[config.mk]
export PLATFORM = sky130hd
export DESIGN_NAME = frame_stream_source
export DESIGN_NICKNAME = d
export VERILOG_FILES = /design/src/rtl/crop_pkg.sv /design/src/rtl/stream_skid_buffer.sv /design/src/rtl/frame_stream_source.sv
export SDC_FILE = /design/constraint.sdc
export NUM_CORES = 1
export LEC_CHECK = 0
export BUFFER_PORTS_ARGS = -buffer_cell sky130_fd_sc_hd__buf_2
export CORE_ASPECT_RATIO = 1.4
export CORE_MARGIN = 4
export CORE_UTILIZATION = 63
export CTS_BUF_LIST = sky130_fd_sc_hd__clkbuf_4 sky130_fd_sc_hd__clkbuf_8 sky130_fd_sc_hd__clkbuf_16
export DETAILED_ROUTE_END_ITERATION = 8
export GPL_TIMING_DRIVEN = 0
export PLACE_DENSITY = 0.81
export SETUP_SLACK_MARGIN = 0.5
export SLEW_MARGIN = 30
export SYNTH_ARGS = -nofsm -noshare
export SYNTH_HDL_FRONTEND = slang
export SYNTH_SLANG_ARGS = --single-unit
[constraint.sdc]
create_clock -name clk -period 4.8 [get_ports clk]
set_clock_uncertainty 0.1 [all_clocks]
set_input_delay 0 -clock clk [delete_from_list [all_inputs] [get_ports clk]]
set_output_delay 0 -clock clk [all_outputs]
set_load 0.05 [all_outputs]
[src/rtl/crop_pkg.sv]
// Shared types for the crop streaming path: pixel format, beat bundle
// carried through skid buffers, and the frame source FSM states.
package crop_pkg;

    localparam int FP_TOTAL = 8;
    localparam int FP_FRAC  = 4;
    localparam int IN_ROWS  = 9;
    localparam int IN_COLS  = 9;

    typedef logic [FP_TOTAL-1:0] pixel_t;

    typedef struct packed {
        pixel_t data;
        logic   sof;
        logic   eol;
        logic   eof;
    } beat_t;

    typedef enum logic {
        IDLE   = 1'b0,
        STREAM = 1'b1
    } src_state_t;

endpackage

[src/rtl/stream_skid_buffer.sv]
// Two-entry register FIFO of beat_t; head is always slot 0 so the output
// only changes on a pop (or the first push into an empty buffer).
// Ports: clk, rst_n, push_i/data_i in, pop_i in, data_o head, count_o 0..2.
module stream_skid_buffer
    import crop_pkg::*;
(
    input  logic       clk,
    input  logic       rst_n,
    input  logic       push_i,
    input  logic       pop_i,
    input  beat_t      data_i,
    output beat_t      data_o,
    output logic [1:0] count_o
);

    beat_t      slot_q [2];
    beat_t      slot_d [2];
    logic [1:0] cnt_q;
    logic [1:0] cnt_d;
    logic       pop_v;
    logic       push_v;

    assign pop_v  = pop_i && (cnt_q != 2'd0);
    assign push_v = push_i && ((cnt_q != 2'd2) || pop_v);

    always_comb begin
        slot_d = slot_q;
        cnt_d  = cnt_q;
        if (pop_v) begin
            slot_d[0] = slot_q[1];
            cnt_d     = cnt_d - 2'd1;
        end
        if (push_v) begin
            // after the optional shift, the free slot is the occupancy
            slot_d[cnt_d[0]] = data_i;
            cnt_d            = cnt_d + 2'd1;
        end
    end

    always_ff @(posedge clk or negedge rst_n) begin
        if (!rst_n) begin
            slot_q[0] <= '0;
            slot_q[1] <= '0;
            cnt_q     <= '0;
        end else begin
            slot_q <= slot_d;
            cnt_q  <= cnt_d;
        end
    end

    assign data_o  = slot_q[0];
    assign count_o = cnt_q;

endmodule

[src/rtl/frame_stream_source.sv]
// Frame RAM plus raster-order valid/ready streamer with sof/eol/eof tags.
// Ports: clk, reset (async, active-low), wr_en/wr_addr/wr_data RAM load,
// start, busy, done pulse, out_valid/out_ready/out_data/out_sof/eol/eof.
module frame_stream_source
    import crop_pkg::*;
#(
    parameter int DATA_WIDTH = FP_TOTAL,
    parameter int ROWS       = IN_ROWS,
    parameter int COLS       = IN_COLS,
    parameter int DEPTH      = ROWS * COLS,
    parameter int ADDR_WIDTH = (DEPTH > 1) ? $clog2(DEPTH) : 1
) (
    input  logic                  clk,
    input  logic                  reset,
    input  logic                  wr_en,
    input  logic [ADDR_WIDTH-1:0] wr_addr,
    input  logic [DATA_WIDTH-1:0] wr_data,
    input  logic                  start,
    output logic                  busy,
    output logic                  done,
    output logic                  out_valid,
    input  logic                  out_ready,
    output logic [DATA_WIDTH-1:0] out_data,
    output logic                  out_sof,
    output logic                  out_eol,
    output logic                  out_eof
);

    localparam int IW = ADDR_WIDTH + 1;
    localparam int RW = (ROWS > 1) ? $clog2(ROWS) : 1;
    localparam int CW = (COLS > 1) ? $clog2(COLS) : 1;

    src_state_t    state_q, state_d;
    logic [IW-1:0] idx_q, idx_d;
    logic [RW-1:0] row_q, row_d;
    logic [CW-1:0] col_q, col_d;

    pixel_t        mem [DEPTH];
    pixel_t        rdata_q;
    logic          inflight_q;
    logic          sof_q, eol_q, eof_q;
    logic          done_q;

    logic          rd_en;
    logic          pop;
    logic          last_col;
    logic          last_row;
    logic [1:0]    cnt;
    logic [2:0]    occ;
    beat_t         head;
    beat_t         rbeat;

    assign last_col = (col_q == CW'(COLS - 1));
    assign last_row = (row_q == RW'(ROWS - 1));
    assign pop      = out_ready && (cnt != 2'd0);
    // slots that will be committed after this edge, excluding a new read
    assign occ      = {1'b0, cnt} + {2'b0, inflight_q} - {2'b0, pop};

    always_comb begin
        state_d = state_q;
        idx_d   = idx_q;
        row_d   = row_q;
        col_d   = col_q;
        rd_en   = 1'b0;
        unique case (state_q)
            IDLE: begin
                if (start) begin
                    state_d = STREAM;
                    idx_d   = '0;
                    row_d   = '0;
                    col_d   = '0;
                end
            end
            STREAM: begin
                rd_en = (idx_q < IW'(DEPTH)) && (occ < 3'd2);
                if (rd_en) begin
                    idx_d = idx_q + 1'b1;
                    if (last_col) begin
                        col_d = '0;
                        row_d = row_q + 1'b1;
                    end else begin
                        col_d = col_q + 1'b1;
                    end
                end
                if (pop && head.eof) begin
                    state_d = IDLE;
                end
            end
            default: state_d = IDLE;
        endcase
    end

    always_ff @(posedge clk or negedge reset) begin
        if (!reset) begin
            state_q    <= IDLE;
            idx_q      <= '0;
            row_q      <= '0;
            col_q      <= '0;
            rdata_q    <= '0;
            inflight_q <= 1'b0;
            sof_q      <= 1'b0;
            eol_q      <= 1'b0;
            eof_q      <= 1'b0;
            done_q     <= 1'b0;
        end else begin
            state_q    <= state_d;
            idx_q      <= idx_d;
            row_q      <= row_d;
            col_q      <= col_d;
            inflight_q <= rd_en;
            done_q     <= pop && head.eof;
            if (rd_en) begin
                rdata_q <= mem[idx_q[ADDR_WIDTH-1:0]];
                sof_q   <= (idx_q == '0);
                eol_q   <= last_col;
                eof_q   <= last_col && last_row;
            end
        end
    end

    // frame storage is deliberately not reset
    always_ff @(posedge clk) begin
        if (wr_en && (state_q == IDLE) && ({1'b0, wr_addr} < IW'(DEPTH))) begin
            mem[wr_addr] <= FP_TOTAL'(wr_data);
        end
    end

    assign rbeat = '{data: rdata_q, sof: sof_q, eol: eol_q, eof: eof_q};

    stream_skid_buffer u_skid (
        .clk     (clk),
        .rst_n   (reset),
        .push_i  (inflight_q),
        .pop_i   (pop),
        .data_i  (rbeat),
        .data_o  (head),
        .count_o (cnt)
    );

    assign busy      = (state_q == STREAM);
    assign done      = done_q;
    assign out_valid = (cnt != 2'd0);
    assign out_data  = DATA_WIDTH'(head.data);
    assign out_sof   = out_valid && head.sof;
    assign out_eol   = out_valid && head.eol;
    assign out_eof   = out_valid && head.eof;

endmodule

==> reports/results.txt <==
Req. time, crit path: 5250 ps
Synth top area cells: edfxtp_1 (70%), mux4_2 (10%), dfrtp_1 (4.8%), mux2i_1 (3.0%), nor2_1 (1.5%)
Final setup TNS: 0 ps
Post-CTS Setup Bufs: 0
Seq/Total Area, Yosys: 74.4%
# IOs: 34
Routing usage on met1: 36.8%
Setup Slack @ Placement: 445 ps
Hold Crit Class: input pin to flip-flop
Hold path endpoint: mem[64][4]
Total Routing Usage GR: 28.7%
Clock latency on the worst-skew pair: 620 ps
Hold wc startpoint: wr_addr[1]
Top FF cell, synth: edfxtp_1
# rows: 91
GPL Wtd Cong: 0.946
Mapped Cells: 1505
Post-Syn Area: 28000 µm²
Total die area: 47900 µm²
Synth cell types: 64
Port bufs: 33
CP Class: flip-flop to flip-flop
DR pass1 iterations: 9
Worst vdd ir: 0.363 mV
Initial antenna violation count: 1
Critical-path top delay cell: nor3b_1
Delay-heaviest family, CP: simple AND/OR/NAND/NOR gates
R2R Setup Slk: 810 ps
Post-Route WL: 67.5 mm
Post-route antenna net violation count: 0
Fin. max-slew vios: 0
Post-route DRC: 0
Endpoints failing hold: 0
Peak Freq: 250 MHz
Status: finished, final reports clean
Path depth of the worst reg2reg path: 13
Largest net degree at the start of global routing: 82
Syn Nets: 1537
Initial DRC count: 2076
CP max FO: 10
CP max stage delay: 680 ps
CTS clk-pin slew, worst paths: 70 ps
Register area: 20800 µm²
# clock sinks: 702
Vias: 15100
Crit end category: flip-flop
Grt met3 use: 5.39%
Max clock buf depth: 3
Max Cap Violations: 0
Fraction of layout cells with a size suffix above 1: 21.7%
R2r endpoint: rdata_q[7]
Finish-stage setup viols: 0
Period Utilization, post-route: 83.2%
Crit path buf inv count: 4
Power per standard cell area: 520 nW/µm²
Root Buffer: clkbuf_16
CTS H-tree lvls: 2
Filler cell count: 2603
Via density: 6.80
Ys Warns: 0
Number of synthesized flops with an enable pin: 648
RSZ-0062 raised after global routing: no
Yosys reg bits: 702
Top-count cell post-synth: edfxtp_1
CP startpoint kind: flip-flop
Synth area leader: edfxtp_1
Synth async-reset ratio: 7.69%
Vias in the first global route: 15600
Synth top cells by count: edfxtp_1 (648), mux4_2 (130), nor2_1 (110)
Grt ovf: 0
Die W: 186 µm
Die Span Y: 257 µm
Reg2reg start: u_skid.count_o[0]
Hold depth: 4
First-pass GRT wire length: 100 mm
Final HPWL DP: 42.2 mm
Actual slew at the worst max-slew pin: 993 ps
Core area: 43900 µm²
CTS Buf Count: 61
Initial Utilization: 63.7%
Multi-input logic area: 6600 µm²
Grt peak-use layer: met2
Synth top area share: 69.6%
Critical Path, Cell by Cell: inv_1 > ha_1 > nand2b_1 > clkbuf_2 > inv_2 > clkbuf_2 > ha_1 > nand2b_1 > fa_1 > and2_1 > nand4_1 > nor3b_1 > a211o_1
GR Util met2: 46.2%
Worst EP arrival: 4440 ps
TritonCTS clock tree: yes
Avg WL per Cell: 30.3 µm
Leakage: 10.2 nW
Final worst slack: 805 ps
Minimum clock period: 3990 ps
Synth-to-Final Area Change: 11.1%
Final net count: 1646
Slew margin rel.: 33.8%
Syn avg cell area: 18.6 µm²
==> cells in the final DEF, fill, tap and decap left out, types with 26 or more instances in the layout <==
cell type,count
clkbuf_16,62
a31oi_1,26
dfrtp_1,53
edfxtp_1,648
nand2_1,105
mux2i_1,85
mux4_2,130
buf_2,45
nand3_1,26
buf_4,34
nor2_1,109
==> worst max path at each step <==
stage          slack [ps]               from  cells after the start         end
2_1_floorplan        1070  u_skid.count_o[1]                     16  rdata_q[0]
3_3_place_gp          520  u_skid.count_o[1]                     16  rdata_q[2]
3_5_place_dp          450  u_skid.count_o[1]                     16  rdata_q[0]
4_1_cts               550  u_skid.count_o[0]                     16  rdata_q[2]
5_1_grt               530  u_skid.count_o[0]                     16  rdata_q[0]
6_report              810  u_skid.count_o[0]                     13  rdata_q[7]
==> worst min-delay path, stage by stage <==
cell	delay [ps]
buf_2	120
nor2_1	70
nand2_1	90
nor2_1	210
==> sequential cells by signal (all words and copies together), names as in the netlist, named ones only <==
register,count
mem,648
u_skid.data_o,11
idx_q,8
rdata_q,8
col_q,4
row_q,4
u_skid.count_o,2
busy,1
done,1
eof_q,1
eol_q,1
inflight_q,1
sof_q,1
==> power breakdown <==
part / internal [mW] / switching, mW
clock: 2.81 / 2.20
sequential: 6.85 / 0.114
combinational: 1.60 / 2.60
total: 11.3 / 4.92
==> layer usage <==
layer	up-vias	wire (µm)
li1	6237	-
met1	7582	22800
met2	1036	33300
met3	264	6320
met4	0	5010
met5	-	0
==> cell type report <==
class | count | share of cell area (%)
clock inverters | 42 | 1.38
diodes | 1 | 0.00805
inverters | 24 | 0.290
flip-flops and latches | 702 | 67.0
repair buffers | 46 | 1.08
clock buffers | 72 | 5.23
plain buffers | 79 | 1.57
multi-input cells | 700 | 21.2
well taps | 558 | 2.25
==> what timing repair did <==
| item | CTS | global route |
|---|---|---|
| resized for setup | 1 | 7 |
| setup endpoints to repair | 6 | 18 |
| pin swaps | 0 | 0 |
| hold buffers | 13 | 0 |
| endpoints found under the hold margin | 697 | 0 |
==> through the flow <==
stage	total power, mW	hold WS [ps]	utilization, %	instance area (µm²)	instances
final	16.2	13.8	70.7	31100	2224
after floorplan	9.79	-396	-	28000	1505
after global routing	16.7	72.9	70.7	31100	2223
after global placement	11.1	149	65.6	28800	2096
after CTS	16.1	0.511	70.7	31100	2223
after detailed placement	11.1	-19.3	65.7	28900	2096
==> kinds of logic after synthesis <==
logic type / count (synthesis) / share of synthesized area [%]
adders and majority gates: 12 / 0.564
AOI/OAI and AO/OA: 136 / 3.47
DFF: 702 / 74.4
and+or+nand+nor: 308 / 4.93
xor gates and xnor gates: 9 / 0.282
buffers and inverters: 103 / 2.05
muxes: 235 / 14.3
Power figures use the tool's default switching activity.
